<file path="src/rtl/sdram_port_scheduler_if.sv">
// rtl/sdram_port_scheduler_if.sv - port-side and sequencer-side signals of the SDRAM port scheduler
interface sdram_port_scheduler_if #(
    parameter int ASIZE   = 23,
    parameter int LSIZE   = 9,
    parameter int USEDW_W = 16
);
    logic [ASIZE-1:0]   WR1_ADDR, WR2_ADDR, RD1_ADDR, RD2_ADDR;
    logic [ASIZE-1:0]   WR1_MAX_ADDR, WR2_MAX_ADDR, RD1_MAX_ADDR, RD2_MAX_ADDR;
    logic [LSIZE-1:0]   WR1_LENGTH, WR2_LENGTH, RD1_LENGTH, RD2_LENGTH;
    logic               WR1_LOAD, WR2_LOAD, RD1_LOAD, RD2_LOAD;
    logic [USEDW_W-1:0] WR1_LEVEL, WR2_LEVEL, RD1_LEVEL, RD2_LEVEL;
    logic               SEQ_IDLE;
    logic               WR_DONE, RD_DONE;
    logic               mWR, mRD;
    logic [ASIZE-1:0]   mADDR;
    logic [LSIZE-1:0]   mLENGTH;
    logic [1:0]         WR_MASK, RD_MASK;
    logic [2:0]         STARVE_CNT;

    modport slave (
        input  WR1_ADDR, WR2_ADDR, RD1_ADDR, RD2_ADDR,
        input  WR1_MAX_ADDR, WR2_MAX_ADDR, RD1_MAX_ADDR, RD2_MAX_ADDR,
        input  WR1_LENGTH, WR2_LENGTH, RD1_LENGTH, RD2_LENGTH,
        input  WR1_LOAD, WR2_LOAD, RD1_LOAD, RD2_LOAD,
        input  WR1_LEVEL, WR2_LEVEL, RD1_LEVEL, RD2_LEVEL,
        input  SEQ_IDLE, WR_DONE, RD_DONE,
        output mWR, mRD, mADDR, mLENGTH, WR_MASK, RD_MASK, STARVE_CNT
    );

    modport master (
        output WR1_ADDR, WR2_ADDR, RD1_ADDR, RD2_ADDR,
        output WR1_MAX_ADDR, WR2_MAX_ADDR, RD1_MAX_ADDR, RD2_MAX_ADDR,
        output WR1_LENGTH, WR2_LENGTH, RD1_LENGTH, RD2_LENGTH,
        output WR1_LOAD, WR2_LOAD, RD1_LOAD, RD2_LOAD,
        output WR1_LEVEL, WR2_LEVEL, RD1_LEVEL, RD2_LEVEL,
        output SEQ_IDLE, WR_DONE, RD_DONE,
        input  mWR, mRD, mADDR, mLENGTH, WR_MASK, RD_MASK, STARVE_CNT
    );
endinterface

</file>
<file path="src/rtl/sdram_port_scheduler.sv">
// rtl/sdram_port_scheduler.sv - round-robin, read-priority burst scheduler with write-starvation guard
module sdram_port_scheduler #(
    parameter int ASIZE        = 23,
    parameter int LSIZE        = 9,
    parameter int USEDW_W      = 16,
    parameter int STARVE_LIMIT = 4
) (
    input  logic                  CLK,
    input  logic                  RESET_N,
    sdram_port_scheduler_if.slave bus
);
    localparam logic [2:0] STARVE_LIM = 3'(STARVE_LIMIT);

    typedef enum logic [1:0] {S_IDLE, S_GRANT, S_BUSY, S_GAP} state_t;

    // Port index order used throughout: 0=WR1, 1=WR2, 2=RD1, 3=RD2
    state_t             state_q, state_d;
    logic               sel_wr_q, sel_wr_d;
    logic               sel_port_q, sel_port_d;
    logic               wr_elig_q, wr_elig_d;
    logic               rd_next_q, rd_next_d;
    logic               wr_next_q, wr_next_d;
    logic [2:0]         starve_q, starve_d;
    logic [ASIZE-1:0]   ptr_q [4];
    logic [ASIZE-1:0]   ptr_d [4];
    logic [3:0]         fresh_q, fresh_d;
    logic               m_wr_q, m_wr_d;
    logic               m_rd_q, m_rd_d;
    logic [ASIZE-1:0]   m_addr_q, m_addr_d;
    logic [LSIZE-1:0]   m_len_q, m_len_d;
    logic [1:0]         wr_mask_q, wr_mask_d;
    logic [1:0]         rd_mask_q, rd_mask_d;

    logic [ASIZE-1:0]   start_a [4];
    logic [ASIZE-1:0]   max_a [4];
    logic [LSIZE-1:0]   len_a [4];
    logic [USEDW_W-1:0] level_a [4];
    logic [3:0]         load_a;
    logic [3:0]         elig;
    logic               rd_any, wr_any;
    logic [1:0]         sel_idx;
    logic [ASIZE:0]     adv_sum;

    // Gather the per-port controls into arrays so the scheduling logic can index them
    always_comb begin
        start_a[0] = bus.WR1_ADDR;     start_a[1] = bus.WR2_ADDR;
        start_a[2] = bus.RD1_ADDR;     start_a[3] = bus.RD2_ADDR;
        max_a[0]   = bus.WR1_MAX_ADDR; max_a[1]   = bus.WR2_MAX_ADDR;
        max_a[2]   = bus.RD1_MAX_ADDR; max_a[3]   = bus.RD2_MAX_ADDR;
        len_a[0]   = bus.WR1_LENGTH;   len_a[1]   = bus.WR2_LENGTH;
        len_a[2]   = bus.RD1_LENGTH;   len_a[3]   = bus.RD2_LENGTH;
        level_a[0] = bus.WR1_LEVEL;    level_a[1] = bus.WR2_LEVEL;
        level_a[2] = bus.RD1_LEVEL;    level_a[3] = bus.RD2_LEVEL;
        load_a     = {bus.RD2_LOAD, bus.RD1_LOAD, bus.WR2_LOAD, bus.WR1_LOAD};
    end

    // Writes need a full burst buffered; reads need room for a full burst; a reloading port waits
    always_comb begin
        elig = '0;
        for (int i = 0; i < 2; i++)
            elig[i] = (level_a[i] >= USEDW_W'(len_a[i])) && (len_a[i] != '0) && !load_a[i];
        for (int i = 2; i < 4; i++)
            elig[i] = (level_a[i] < USEDW_W'(len_a[i])) && (len_a[i] != '0) && !load_a[i];
        wr_any  = elig[0] | elig[1];
        rd_any  = elig[2] | elig[3];
        sel_idx = {~sel_wr_q, sel_port_q};
        adv_sum = {1'b0, m_addr_q} + (ASIZE + 1)'(m_len_q);
    end

    // Scheduler FSM: arbitrate in IDLE, latch the request in GRANT, wait for DONE in BUSY
    always_comb begin
        state_d    = state_q;
        sel_wr_d   = sel_wr_q;
        sel_port_d = sel_port_q;
        wr_elig_d  = wr_elig_q;
        rd_next_d  = rd_next_q;
        wr_next_d  = wr_next_q;
        starve_d   = starve_q;
        ptr_d      = ptr_q;
        fresh_d    = fresh_q;
        m_wr_d     = m_wr_q;
        m_rd_d     = m_rd_q;
        m_addr_d   = m_addr_q;
        m_len_d    = m_len_q;
        wr_mask_d  = wr_mask_q;
        rd_mask_d  = rd_mask_q;

        case (state_q)
            S_IDLE: begin
                if (bus.SEQ_IDLE && !m_wr_q && !m_rd_q && (load_a == 4'b0) && (elig != 4'b0)) begin
                    wr_elig_d = wr_any;
                    if (!rd_any || ((starve_q >= STARVE_LIM) && wr_any)) begin
                        sel_wr_d   = 1'b1;
                        sel_port_d = wr_next_q ? elig[1] : ~elig[0];
                    end else begin
                        sel_wr_d   = 1'b0;
                        sel_port_d = rd_next_q ? elig[3] : ~elig[2];
                    end
                    state_d = S_GRANT;
                end
            end
            S_GRANT: begin
                // A reload landing in this very cycle still restarts from the start address
                m_addr_d = (fresh_q[sel_idx] || load_a[sel_idx]) ? start_a[sel_idx] : ptr_q[sel_idx];
                m_len_d  = len_a[sel_idx];
                if (sel_wr_q) begin
                    m_wr_d    = 1'b1;
                    wr_mask_d = sel_port_q ? 2'b10 : 2'b01;
                    wr_next_d = ~sel_port_q;
                    starve_d  = 3'd0;
                end else begin
                    m_rd_d    = 1'b1;
                    rd_mask_d = sel_port_q ? 2'b10 : 2'b01;
                    rd_next_d = ~sel_port_q;
                    if (wr_elig_q && (starve_q != 3'd7))
                        starve_d = starve_q + 3'd1;
                end
                state_d = S_BUSY;
            end
            S_BUSY: begin
                if (sel_wr_q ? bus.WR_DONE : bus.RD_DONE) begin
                    m_wr_d    = 1'b0;
                    m_rd_d    = 1'b0;
                    wr_mask_d = 2'b00;
                    rd_mask_d = 2'b00;
                    if (!load_a[sel_idx]) begin
                        ptr_d[sel_idx]   = (adv_sum < {1'b0, max_a[sel_idx]}) ?
                                           adv_sum[ASIZE-1:0] : start_a[sel_idx];
                        fresh_d[sel_idx] = 1'b0;
                    end
                    state_d = S_GAP;
                end
            end
            S_GAP: begin
                state_d = S_IDLE;
            end
            default: begin
                state_d = S_IDLE;
            end
        endcase

        fresh_d = fresh_d | load_a;
    end

    // State and request registers; reset drops requests at once and marks every pointer fresh
    always_ff @(posedge CLK or negedge RESET_N) begin
        if (!RESET_N) begin
            state_q    <= S_IDLE;
            sel_wr_q   <= 1'b0;
            sel_port_q <= 1'b0;
            wr_elig_q  <= 1'b0;
            rd_next_q  <= 1'b0;
            wr_next_q  <= 1'b0;
            starve_q   <= 3'd0;
            for (int i = 0; i < 4; i++) ptr_q[i] <= '0;
            fresh_q    <= 4'hF;
            m_wr_q     <= 1'b0;
            m_rd_q     <= 1'b0;
            m_addr_q   <= '0;
            m_len_q    <= '0;
            wr_mask_q  <= 2'b00;
            rd_mask_q  <= 2'b00;
        end else begin
            state_q    <= state_d;
            sel_wr_q   <= sel_wr_d;
            sel_port_q <= sel_port_d;
            wr_elig_q  <= wr_elig_d;
            rd_next_q  <= rd_next_d;
            wr_next_q  <= wr_next_d;
            starve_q   <= starve_d;
            ptr_q      <= ptr_d;
            fresh_q    <= fresh_d;
            m_wr_q     <= m_wr_d;
            m_rd_q     <= m_rd_d;
            m_addr_q   <= m_addr_d;
            m_len_q    <= m_len_d;
            wr_mask_q  <= wr_mask_d;
            rd_mask_q  <= rd_mask_d;
        end
    end

    assign bus.mWR        = m_wr_q;
    assign bus.mRD        = m_rd_q;
    assign bus.mADDR      = m_addr_q;
    assign bus.mLENGTH    = m_len_q;
    assign bus.WR_MASK    = wr_mask_q;
    assign bus.RD_MASK    = rd_mask_q;
    assign bus.STARVE_CNT = starve_q;
endmodule

</file>
<file path="src/flat_wrapper.sv">
// flat-port wrapper written by rule: the top's interface ports become plain ports
module sdram_port_scheduler_flat 
#(
    parameter int ASIZE        = 23,
    parameter int LSIZE        = 9,
    parameter int USEDW_W      = 16,
    parameter int STARVE_LIMIT = 4
)
  (CLK, RESET_N, bus_WR1_ADDR, bus_WR2_ADDR, bus_RD1_ADDR, bus_RD2_ADDR, bus_WR1_MAX_ADDR, bus_WR2_MAX_ADDR, bus_RD1_MAX_ADDR, bus_RD2_MAX_ADDR, bus_WR1_LENGTH, bus_WR2_LENGTH, bus_RD1_LENGTH, bus_RD2_LENGTH, bus_WR1_LOAD, bus_WR2_LOAD, bus_RD1_LOAD, bus_RD2_LOAD, bus_WR1_LEVEL, bus_WR2_LEVEL, bus_RD1_LEVEL, bus_RD2_LEVEL, bus_SEQ_IDLE, bus_WR_DONE, bus_RD_DONE, bus_mWR, bus_mRD, bus_mADDR, bus_mLENGTH, bus_WR_MASK, bus_RD_MASK, bus_STARVE_CNT);
  sdram_port_scheduler_if #(.ASIZE(ASIZE), .LSIZE(LSIZE), .USEDW_W(USEDW_W)) bus_i ();
  input  logic CLK;
  input  logic RESET_N;
  input wire logic [$bits(bus_i.WR1_ADDR)-1:0] bus_WR1_ADDR;
  input wire logic [$bits(bus_i.WR2_ADDR)-1:0] bus_WR2_ADDR;
  input wire logic [$bits(bus_i.RD1_ADDR)-1:0] bus_RD1_ADDR;
  input wire logic [$bits(bus_i.RD2_ADDR)-1:0] bus_RD2_ADDR;
  input wire logic [$bits(bus_i.WR1_MAX_ADDR)-1:0] bus_WR1_MAX_ADDR;
  input wire logic [$bits(bus_i.WR2_MAX_ADDR)-1:0] bus_WR2_MAX_ADDR;
  input wire logic [$bits(bus_i.RD1_MAX_ADDR)-1:0] bus_RD1_MAX_ADDR;
  input wire logic [$bits(bus_i.RD2_MAX_ADDR)-1:0] bus_RD2_MAX_ADDR;
  input wire logic [$bits(bus_i.WR1_LENGTH)-1:0] bus_WR1_LENGTH;
  input wire logic [$bits(bus_i.WR2_LENGTH)-1:0] bus_WR2_LENGTH;
  input wire logic [$bits(bus_i.RD1_LENGTH)-1:0] bus_RD1_LENGTH;
  input wire logic [$bits(bus_i.RD2_LENGTH)-1:0] bus_RD2_LENGTH;
  input wire logic [$bits(bus_i.WR1_LOAD)-1:0] bus_WR1_LOAD;
  input wire logic [$bits(bus_i.WR2_LOAD)-1:0] bus_WR2_LOAD;
  input wire logic [$bits(bus_i.RD1_LOAD)-1:0] bus_RD1_LOAD;
  input wire logic [$bits(bus_i.RD2_LOAD)-1:0] bus_RD2_LOAD;
  input wire logic [$bits(bus_i.WR1_LEVEL)-1:0] bus_WR1_LEVEL;
  input wire logic [$bits(bus_i.WR2_LEVEL)-1:0] bus_WR2_LEVEL;
  input wire logic [$bits(bus_i.RD1_LEVEL)-1:0] bus_RD1_LEVEL;
  input wire logic [$bits(bus_i.RD2_LEVEL)-1:0] bus_RD2_LEVEL;
  input wire logic [$bits(bus_i.SEQ_IDLE)-1:0] bus_SEQ_IDLE;
  input wire logic [$bits(bus_i.WR_DONE)-1:0] bus_WR_DONE;
  input wire logic [$bits(bus_i.RD_DONE)-1:0] bus_RD_DONE;
  output wire logic [$bits(bus_i.mWR)-1:0] bus_mWR;
  output wire logic [$bits(bus_i.mRD)-1:0] bus_mRD;
  output wire logic [$bits(bus_i.mADDR)-1:0] bus_mADDR;
  output wire logic [$bits(bus_i.mLENGTH)-1:0] bus_mLENGTH;
  output wire logic [$bits(bus_i.WR_MASK)-1:0] bus_WR_MASK;
  output wire logic [$bits(bus_i.RD_MASK)-1:0] bus_RD_MASK;
  output wire logic [$bits(bus_i.STARVE_CNT)-1:0] bus_STARVE_CNT;
  assign bus_i.WR1_ADDR = bus_WR1_ADDR;
  assign bus_i.WR2_ADDR = bus_WR2_ADDR;
  assign bus_i.RD1_ADDR = bus_RD1_ADDR;
  assign bus_i.RD2_ADDR = bus_RD2_ADDR;
  assign bus_i.WR1_MAX_ADDR = bus_WR1_MAX_ADDR;
  assign bus_i.WR2_MAX_ADDR = bus_WR2_MAX_ADDR;
  assign bus_i.RD1_MAX_ADDR = bus_RD1_MAX_ADDR;
  assign bus_i.RD2_MAX_ADDR = bus_RD2_MAX_ADDR;
  assign bus_i.WR1_LENGTH = bus_WR1_LENGTH;
  assign bus_i.WR2_LENGTH = bus_WR2_LENGTH;
  assign bus_i.RD1_LENGTH = bus_RD1_LENGTH;
  assign bus_i.RD2_LENGTH = bus_RD2_LENGTH;
  assign bus_i.WR1_LOAD = bus_WR1_LOAD;
  assign bus_i.WR2_LOAD = bus_WR2_LOAD;
  assign bus_i.RD1_LOAD = bus_RD1_LOAD;
  assign bus_i.RD2_LOAD = bus_RD2_LOAD;
  assign bus_i.WR1_LEVEL = bus_WR1_LEVEL;
  assign bus_i.WR2_LEVEL = bus_WR2_LEVEL;
  assign bus_i.RD1_LEVEL = bus_RD1_LEVEL;
  assign bus_i.RD2_LEVEL = bus_RD2_LEVEL;
  assign bus_i.SEQ_IDLE = bus_SEQ_IDLE;
  assign bus_i.WR_DONE = bus_WR_DONE;
  assign bus_i.RD_DONE = bus_RD_DONE;
  assign bus_mWR = bus_i.mWR;
  assign bus_mRD = bus_i.mRD;
  assign bus_mADDR = bus_i.mADDR;
  assign bus_mLENGTH = bus_i.mLENGTH;
  assign bus_WR_MASK = bus_i.WR_MASK;
  assign bus_RD_MASK = bus_i.RD_MASK;
  assign bus_STARVE_CNT = bus_i.STARVE_CNT;
  sdram_port_scheduler #(.ASIZE(ASIZE), .LSIZE(LSIZE), .USEDW_W(USEDW_W), .STARVE_LIMIT(STARVE_LIMIT)) u_core (.CLK(CLK), .RESET_N(RESET_N), .bus(bus_i));
endmodule
</file>
<file path="config.mk">
export PLATFORM = sky130hd
export DESIGN_NAME = sdram_port_scheduler_flat
export DESIGN_NICKNAME = d
export VERILOG_FILES = /design/src/rtl/sdram_port_scheduler_if.sv /design/src/rtl/sdram_port_scheduler.sv /design/src/flat_wrapper.sv
export SDC_FILE = /design/constraint.sdc
export NUM_CORES = 1
export LEC_CHECK = 0
export CELL_PAD_IN_SITES_DETAIL_PLACEMENT = 0
export CELL_PAD_IN_SITES_GLOBAL_PLACEMENT = 1
export CORE_UTILIZATION = 35
export CTS_CLUSTER_SIZE = 28
export DETAILED_ROUTE_END_ITERATION = 7
export DONT_BUFFER_PORTS = 1
export PLACE_DENSITY = 0.59
export RECOVER_POWER = 50
export SYNTH_ARGS = -nofsm -noshare
export SYNTH_HDL_FRONTEND = slang
export SYNTH_SLANG_ARGS = --single-unit
</file>
<file path="constraint.sdc">
create_clock -name CLK -period 6.8 [get_ports CLK]
set_input_delay 0.68 -clock CLK [delete_from_list [all_inputs] [get_ports CLK]]
set_output_delay 0.68 -clock CLK [all_outputs]
set_load 0.02 [all_outputs]
</file>
==> results.ini, run 1 <==
[outcome]
status = finished, violations left
violations = capacitance limit, slew limit

[logic_synthesis]
yosysSeqAreaShare_pct = 35.2
ys.flop_type = dfrtp_1
synth_area_sq_mm = 0.0102
synthAdderAreaFrac_pct = 8.75
synth_simple_gate_area_share_pct = 11.8
async_flop_share_pct = 100
avgSynthCellArea_sq_um = 10.3
synth_xor_area_share_pct = 1.20
synthCells = 998
ys_seq_elements = 144
yosys_warnings = 0
synth_compound_area_share_pct = 14.0
syn_nets = 1362
synth_top_family_by_area = multiplexers
synth_mux_area_share_pct = 23.7
synth_edf_count = 0
synthDistinctLibCells = 67

[timing]
hold_ws_ns = 0.0999
worstMarginPinSlew_ns = 3.61
rsz0062_at_grt = false
slew_viol_final = 141
setup_viol_count_final = 0
period_needed_ns = 5.16
finalCritPeriodShare_pct = 75.9
hold_violations = 0
fmax_mhz = 194
slew_headroom_pct = -141
fin_setup_tns_ns = 0
fin_skew_ns = 0.0157

[worst_setup_path]
cp.required_ns = 7.07
cp_max_fo = 23
worstSetupEndpointType = flip-flop
arrival_ns = 5.44
critPathKind = flip-flop to flip-flop
r2r_cells = 18
critPathLaunchType = flip-flop

[routing]
wl_per_cell_um = 24.5
via_per_inst = 5.71
firstDrtPassIters = 5
drcViolationCount = 0
routed_wl_um = 33700
num_vias = 7840
antenna_left = 0
drt_iter0_drc = 459

[cts]
clk_pin_slew_ns = 0.07
cts_tree = yes
clock_path_buffers = 2
clk_latency_ns = 0.43
cts_buffers = 17
clock-sinks = 144
root_buffer = clkbuf_16
cts_resized = 0
htree_num_levels = 4

[place]
place_hpwl_um = 25500
io_buffers = 0
gp_congestion = 1.01

[pwr]
vdd_ir_drop_max_uv = 171
power_per_cell_area_mw_per_mm2 = 171
p_clk_share_pct = 48.6
power_frac_comb_pct = 6.6
pwr-share-seq_pct = 44.8
p_int_mw = 1.43
p_leak_nw = 4.96
switching_share_pct = 25.4
power.switching_mw = 0.485

[finish]
multi_input_area_sq_mm = 0.00612
layout_commonest_cell = nor2_1
drive_above_1_share_pct = 17.2
fin_nets = 1339
fillers = 2863
final_cell_mix = nor2_1, dfrtp_1, a21oi_1
syn_to_final_growth_pct = 9.25
ff_latch_area_sq_mm = 0.00362

[die]
chipWidth_um = 173
fp.dieH_um = 173
coreArea_sq_mm = 0.0288
start_util_pct = 35.6
die_area_sq_mm = 0.0299
rows = 62
ios = 334

[global_routing]
use_met1_pct = 29.5
antenna_found_initial = 5
grt.overflow.total = 0
grt_max_degree = 141
grt_pass1_vias = 7854
grt_use_total_pct = 22.6
grt.met3_usage_pct = 7.28
grt_pass1_wl_um = 50500
use_met2_pct = 36.7
busiest_layer = met2

[job]
maxCapViolations = 1

[min_path]
hp-class = input pin to async pin

[metal layers]
metal | part of all wire (%) | wire length (um)
met5 | 0.095 | 32
met4 | 1.3 | 431
met3 | 8.2 | 2750
met2 | 48 | 16200
met1 | 42 | 14300
[Yosys cell counts, types with 5 or more instances]
cell type  instances  area (sq um)
nor3b_1            8          60.1
inv_1             81           304
mux2_2            15           169
o211ai_1           6          45.0
or2_2              7          43.8
and3_1             6          37.5
o21ai_0           31           155
a211oi_1           8          60.1
a21oi_1          106           531
mux2i_2            6          82.6
o21a_1             6          45.0
o21bai_1           5          37.5
nand4_1            7          43.8
nor2_1           145           544
a21o_1             9          67.6
nand2_1           29           109
clkbuf_1          36           135
or4_1              5          37.5
buf_2              5          25.0
mux2i_1           33           330
nor3_1            21           105
nand3_1           16          80.1
a31oi_1           30           188
dfrtp_1          140          3500
buf_1              8          30.0
xor2_1             7          61.3
nor4_1             8          50.1
ha_1              70           876
mux4_2            78          1760
xnor2_1            7          61.3
[cell type report]
type	count	share of cell area, %
Clock inverter	15	1.33
Timing Repair Buffer	11	0.805
Inverter	81	2.72
Multi-Input combinational cell	720	54.7
Tap cell	384	4.29
Antenna cell	2	0.0447
Sequential cell	144	32.3
Clock buffer	17	3.80
[path summary, 6_finish.rpt]
kind / startpoint / slack [ns] / endpoint
max: u_core.bus.mLENGTH[0] / 1.64 / u_core.ptr_q[75]
min: RESET_N / 0.1 / u_core.fresh_q[2]
max reg2reg: u_core.bus.mLENGTH[0] / 1.64 / u_core.ptr_q[75]
min reg2reg: u_core.fresh_q[3] / 0.48 / u_core.fresh_q[3]
max in group asynchronous: RESET_N / 2.72 / u_core.sel_port_q
min in group CLK: bus_RD2_LOAD / 0.37 / u_core.fresh_q[3]
[flip-flops by register name (all words and copies together), names as in the netlist, 2 cells and up]
register               count
u_core.ptr_q              92
u_core.bus.mADDR          23
u_core.bus.mLENGTH         9
u_core.fresh_q             4
u_core.bus.STARVE_CNT      3
u_core.bus.RD_MASK         2
u_core.bus.WR_MASK         2
u_core.state_q             2
[cell families (layout without fill, tap and decap cells)]
kind of cell,after synthesis,after routing
XOR/XNOR,14,14
flip-flops,144,144
AND/OR/NAND/NOR,265,265
adder cells (fa/ha/maj),71,71
buffers and inverters,134,124
AO/OA/AOI/OAI,234,234
other,0,2
multiplexers,136,136
[metrics by stage]
stage	utilization (%)	area, sq um	std cells	worst slack, ns	power (mW)
2_1_floorplan	-	10200	998	2.39	0.954
3_3_place_gp	36.8	10600	1338	1.12	0.982
3_5_place_dp	36.8	10600	1339	1.64	0.982
4_1_cts	38.9	11200	1372	1.61	1.94
5_1_grt	38.9	11200	1373	1.36	1.98
6_report	38.9	11200	1374	1.64	1.91
[power by group through the flow]
stage                     Sequential, mW  Combinational [mW]  Clock [mW]
final                              0.857               0.126       0.928
after global routing               0.856               0.142       0.985
after CTS                          0.856               0.130       0.949
after detailed placement           0.873               0.109           0
after global placement             0.873               0.110           0
after floorplan                    0.873              0.0814           0
[repair_timing]
action	4_1_cts	5_1_grt
hold buffers	1	0
endpoints found under the hold margin	140	0
buffers inserted	0	0
[worst max-delay path: stages, from the launching register on]
cell and delay (ns):
dfrtp_1 0.49, ha_1 0.28, inv_1 0.07, fa_1 0.41
nor2b_1 0.17, o211ai_1 0.14, a21o_2 0.28, and2_1 0.19
o311a_1 0.31, or2_2 0.30, ha_1 0.33, a21oi_1 0.15
nand2_1 0.07, o2111ai_1 0.19, a211oi_1 0.11, or4_1 0.51
buf_4 0.31, mux2i_1 0.53, a21oi_1 0.14
No activity file was read; power rests on OpenSTA's default activity.
==> run 2, diff against run 1 <==
clock period = 5.05 ns   (was 6.8 ns; I/O delays follow)
==> run 2 against run 1 <==
  * The run still ends with capacitance limit, slew limit left
  * Maximum frequency increased by 11%
  * Global-route usage decreased by 0.37 points
  * Critical path depth unchanged
  * First-iteration DRC count down 6.1%
  * Sequential share of layout area down 0.31 points
  * Largest power group unchanged
==> results.ini, run 2 (same netlist as run 1, synthesis figures left out) <==
[cts]
cts_setup_buffers = 0  ; unchanged
clk_latency_ns = 0.43  ; about the same
cts_buffers = 17  ; unchanged
root_buffer = clkbuf_16
clock_path_buffers = 2  ; unchanged
clk_pin_slew_ns = 0.07  ; about the same
cts_tree = yes
htree_num_levels = 4  ; unchanged
clock-sinks = 144  ; unchanged

[routing]
drcViolationCount = 0  ; unchanged
firstDrtPassIters = 5  ; unchanged
drt_iter0_drc = 431  ; -6.1%
routed_wl_um = 33100  ; -1.8%
via_per_inst = 5.71  ; about the same
num_vias = 7925  ; +1.1%
antenna_left = 0  ; unchanged
wl_per_cell_um = 23.8  ; -2.8%

[worst_setup_path]
crit_buf_inv = 2  ; unchanged
critical_path.slowest_cell = or4_1
cp_max_fo = 23  ; unchanged
r2r_cells = 18  ; unchanged
worstSetupEndpointType = flip-flop
r2r_slack_ns = 0.38  ; -1.26 ns
critPathKind = flip-flop to flip-flop
cp_top_family = compound AO/OA/AOI/OAI gates
critPathLaunchType = flip-flop
cp_num_cells = 18  ; unchanged
cp_slowest_stage_delay_ns = 0.56  ; +0.03 ns
crit_path_cell_trace = ha_1 > inv_1 > fa_1 > nor2b_1 > o211ai_1 > a21o_2 > and2_1 > o311a_1 > or2_2 > ha_1 > a21oi_1 > nand2_1 > o2111ai_1 > a211oi_1 > or4_1 > buf_12 > mux2i_1 > a21oi_1
cp.required_ns = 5.33  ; -1.74 ns
arrival_ns = 4.94  ; -0.50 ns

[global_routing]
grt_use_total_pct = 22.2  ; -0.37 points
antenna_found_initial = 7  ; +2
grt_max_degree = 145  ; +2.8%
grt.overflow.total = 0  ; unchanged
grt_pass1_vias = 8000  ; +1.9%
grt_pass1_wl_um = 50000  ; -1.0%

[timing]
fmax_mhz = 214  ; +11%
fin_setup_tns_ns = 0  ; unchanged
rsz0062_at_grt = false
fin_skew_ns = 0.0140  ; -0.00171 ns
hold_violations = 0  ; unchanged
finalCritPeriodShare_pct = 92.4  ; +17 points
worstMarginPinSlew_ns = 3.73  ; +0.116 ns
setup_viol_count_final = 0  ; unchanged
period_needed_ns = 4.67  ; -0.494 ns
slew_headroom_pct = -149  ; -7.7 points
slew_viol_final = 145  ; +2.8%

[min_path]
min_path_cells = 1
hp-class = input pin to flip-flop

[die]
ios = 334  ; unchanged
chipWidth_um = 173  ; unchanged
coreArea_sq_mm = 0.0288  ; unchanged
die_area_sq_mm = 0.0299  ; unchanged
rows = 62  ; unchanged
fp.dieH_um = 173  ; unchanged
start_util_pct = 35.6  ; unchanged

[finish]
syn_to_final_growth_pct = 10.3
design_area_sq_mm = 0.0113  ; +1.0%
fin_nets = 1353  ; +1.0%
drive_above_1_share_pct = 18.9  ; +1.7 points
ff_latch_area_sq_mm = 0.00362  ; about the same
final_cell_mix = nor2_1, dfrtp_1, a21oi_1
regMostFlops = u_core.ptr_q
layout_commonest_cell = nor2_1
multi_input_area_sq_mm = 0.00613  ; +0.25%
fillers = 2861  ; -0.070%
largest_register_ffs = 92  ; unchanged

[pwr]
power_per_cell_area_mw_per_mm2 = 224  ; +31%
vdd_ir_drop_max_uv = 198  ; +15%
p_leak_nw = 4.99  ; +0.71%
p_int_mw = 1.88  ; +32%
p_clk_share_pct = 48.0  ; -0.6 points
switching_share_pct = 25.9  ; +0.52 points
total_power_mw = 2.54  ; +33%
power_frac_comb_pct = 6.5  ; about the same
pwr-share-seq_pct = 45.5  ; +0.7 points
power.switching_mw = 0.657  ; +35%

[outcome]
status = finished, violations left
violations = capacitance limit, slew limit

[place]
io_buffers = 0  ; unchanged
gp_congestion = 0.996  ; -1.1%
dpl_cell_area_sq_mm = 0.0107  ; +1.0%
place_hpwl_um = 25300  ; -0.80%

[job]
maxCapViolations = 1  ; unchanged

run 2: final timing paths:
path,endpoint,from
worst min register to register,u_core.fresh_q[1],u_core.fresh_q[1]
worst max register to register,u_core.ptr_q[7],u_core.bus.mLENGTH[0]
min in group asynchronous,u_core.bus.mADDR[17],RESET_N
max in group asynchronous,u_core.sel_port_q,RESET_N
worst min-delay path,u_core.fresh_q[1],bus_WR2_LOAD
worst max-delay path,u_core.ptr_q[7],u_core.bus.mLENGTH[0]
run 2: area by class of cell:
class,instances,share of cell area [%]
inverters,81,2.69
repair buffers,25,1.75
diodes,2,0.0443
flip-flops and latches,144,32.0
clock buffers,17,3.76
well taps,384,4.25
clock inverters,15,1.22
multi-input cells,720,54.3
run 2: metrics by stage:
step                hold WS [ns]  setup WS, ns  util (%)  cells
floorplan                  0.209         0.640         -    998
global route               0.187        0.0474      39.3   1387
CTS                        0.101         0.315      39.3   1386
detailed placement         0.213         0.348      37.2   1353
global placement           0.212         0.347      37.2   1353
finish                     0.195         0.383      39.3   1388
run 2: repair_timing:
action / CTS / global route
hold endpoints to repair: 144 / 0
endpoints found under the setup margin: 0 / 18
hold buffers: 1 / 0
gates resized for setup: 0 / 5
run 2: worst reg2reg max path, cell delays in order, from the launching register on:
cell	delay [ns]
dfrtp_1	0.36
ha_1	0.21
inv_1	0.07
fa_1	0.41
nor2b_1	0.16
o211ai_1	0.14
a21o_2	0.28
and2_1	0.18
o311a_1	0.31
or2_2	0.30
ha_1	0.33
a21oi_1	0.16
nand2_1	0.07
o2111ai_1	0.19
a211oi_1	0.11
or4_1	0.56
buf_12	0.22
mux2i_1	0.35
a21oi_1	0.12
run 2: power by group through the flow:
stage	clock [mW]	sequential, mW	combinational, mW
2_1_floorplan	0	1.18	0.110
3_3_place_gp	0	1.17	0.143
3_5_place_dp	0	1.17	0.143
4_1_cts	1.25	1.15	0.171
5_1_grt	1.29	1.15	0.190
6_report	1.22	1.15	0.166
run 2: layer usage:
layer  global-route usage (%)  share of wire (%)  vias to the layer above
li1                         -                  -                     3675
met1                     28.4                 43                     3895
met2                     35.7                 47                      303
met3                     7.74                8.2                       42
met4                     5.86                1.7                       10
met5                        0               0.20                        -
==> run 3, diff against run 2 <==
CTS_CLUSTER_DIAMETER = 80   (was unset)
==> results of run 3 <==
Same layout as run 2: the final DEF is identical, and so are final timing and power.
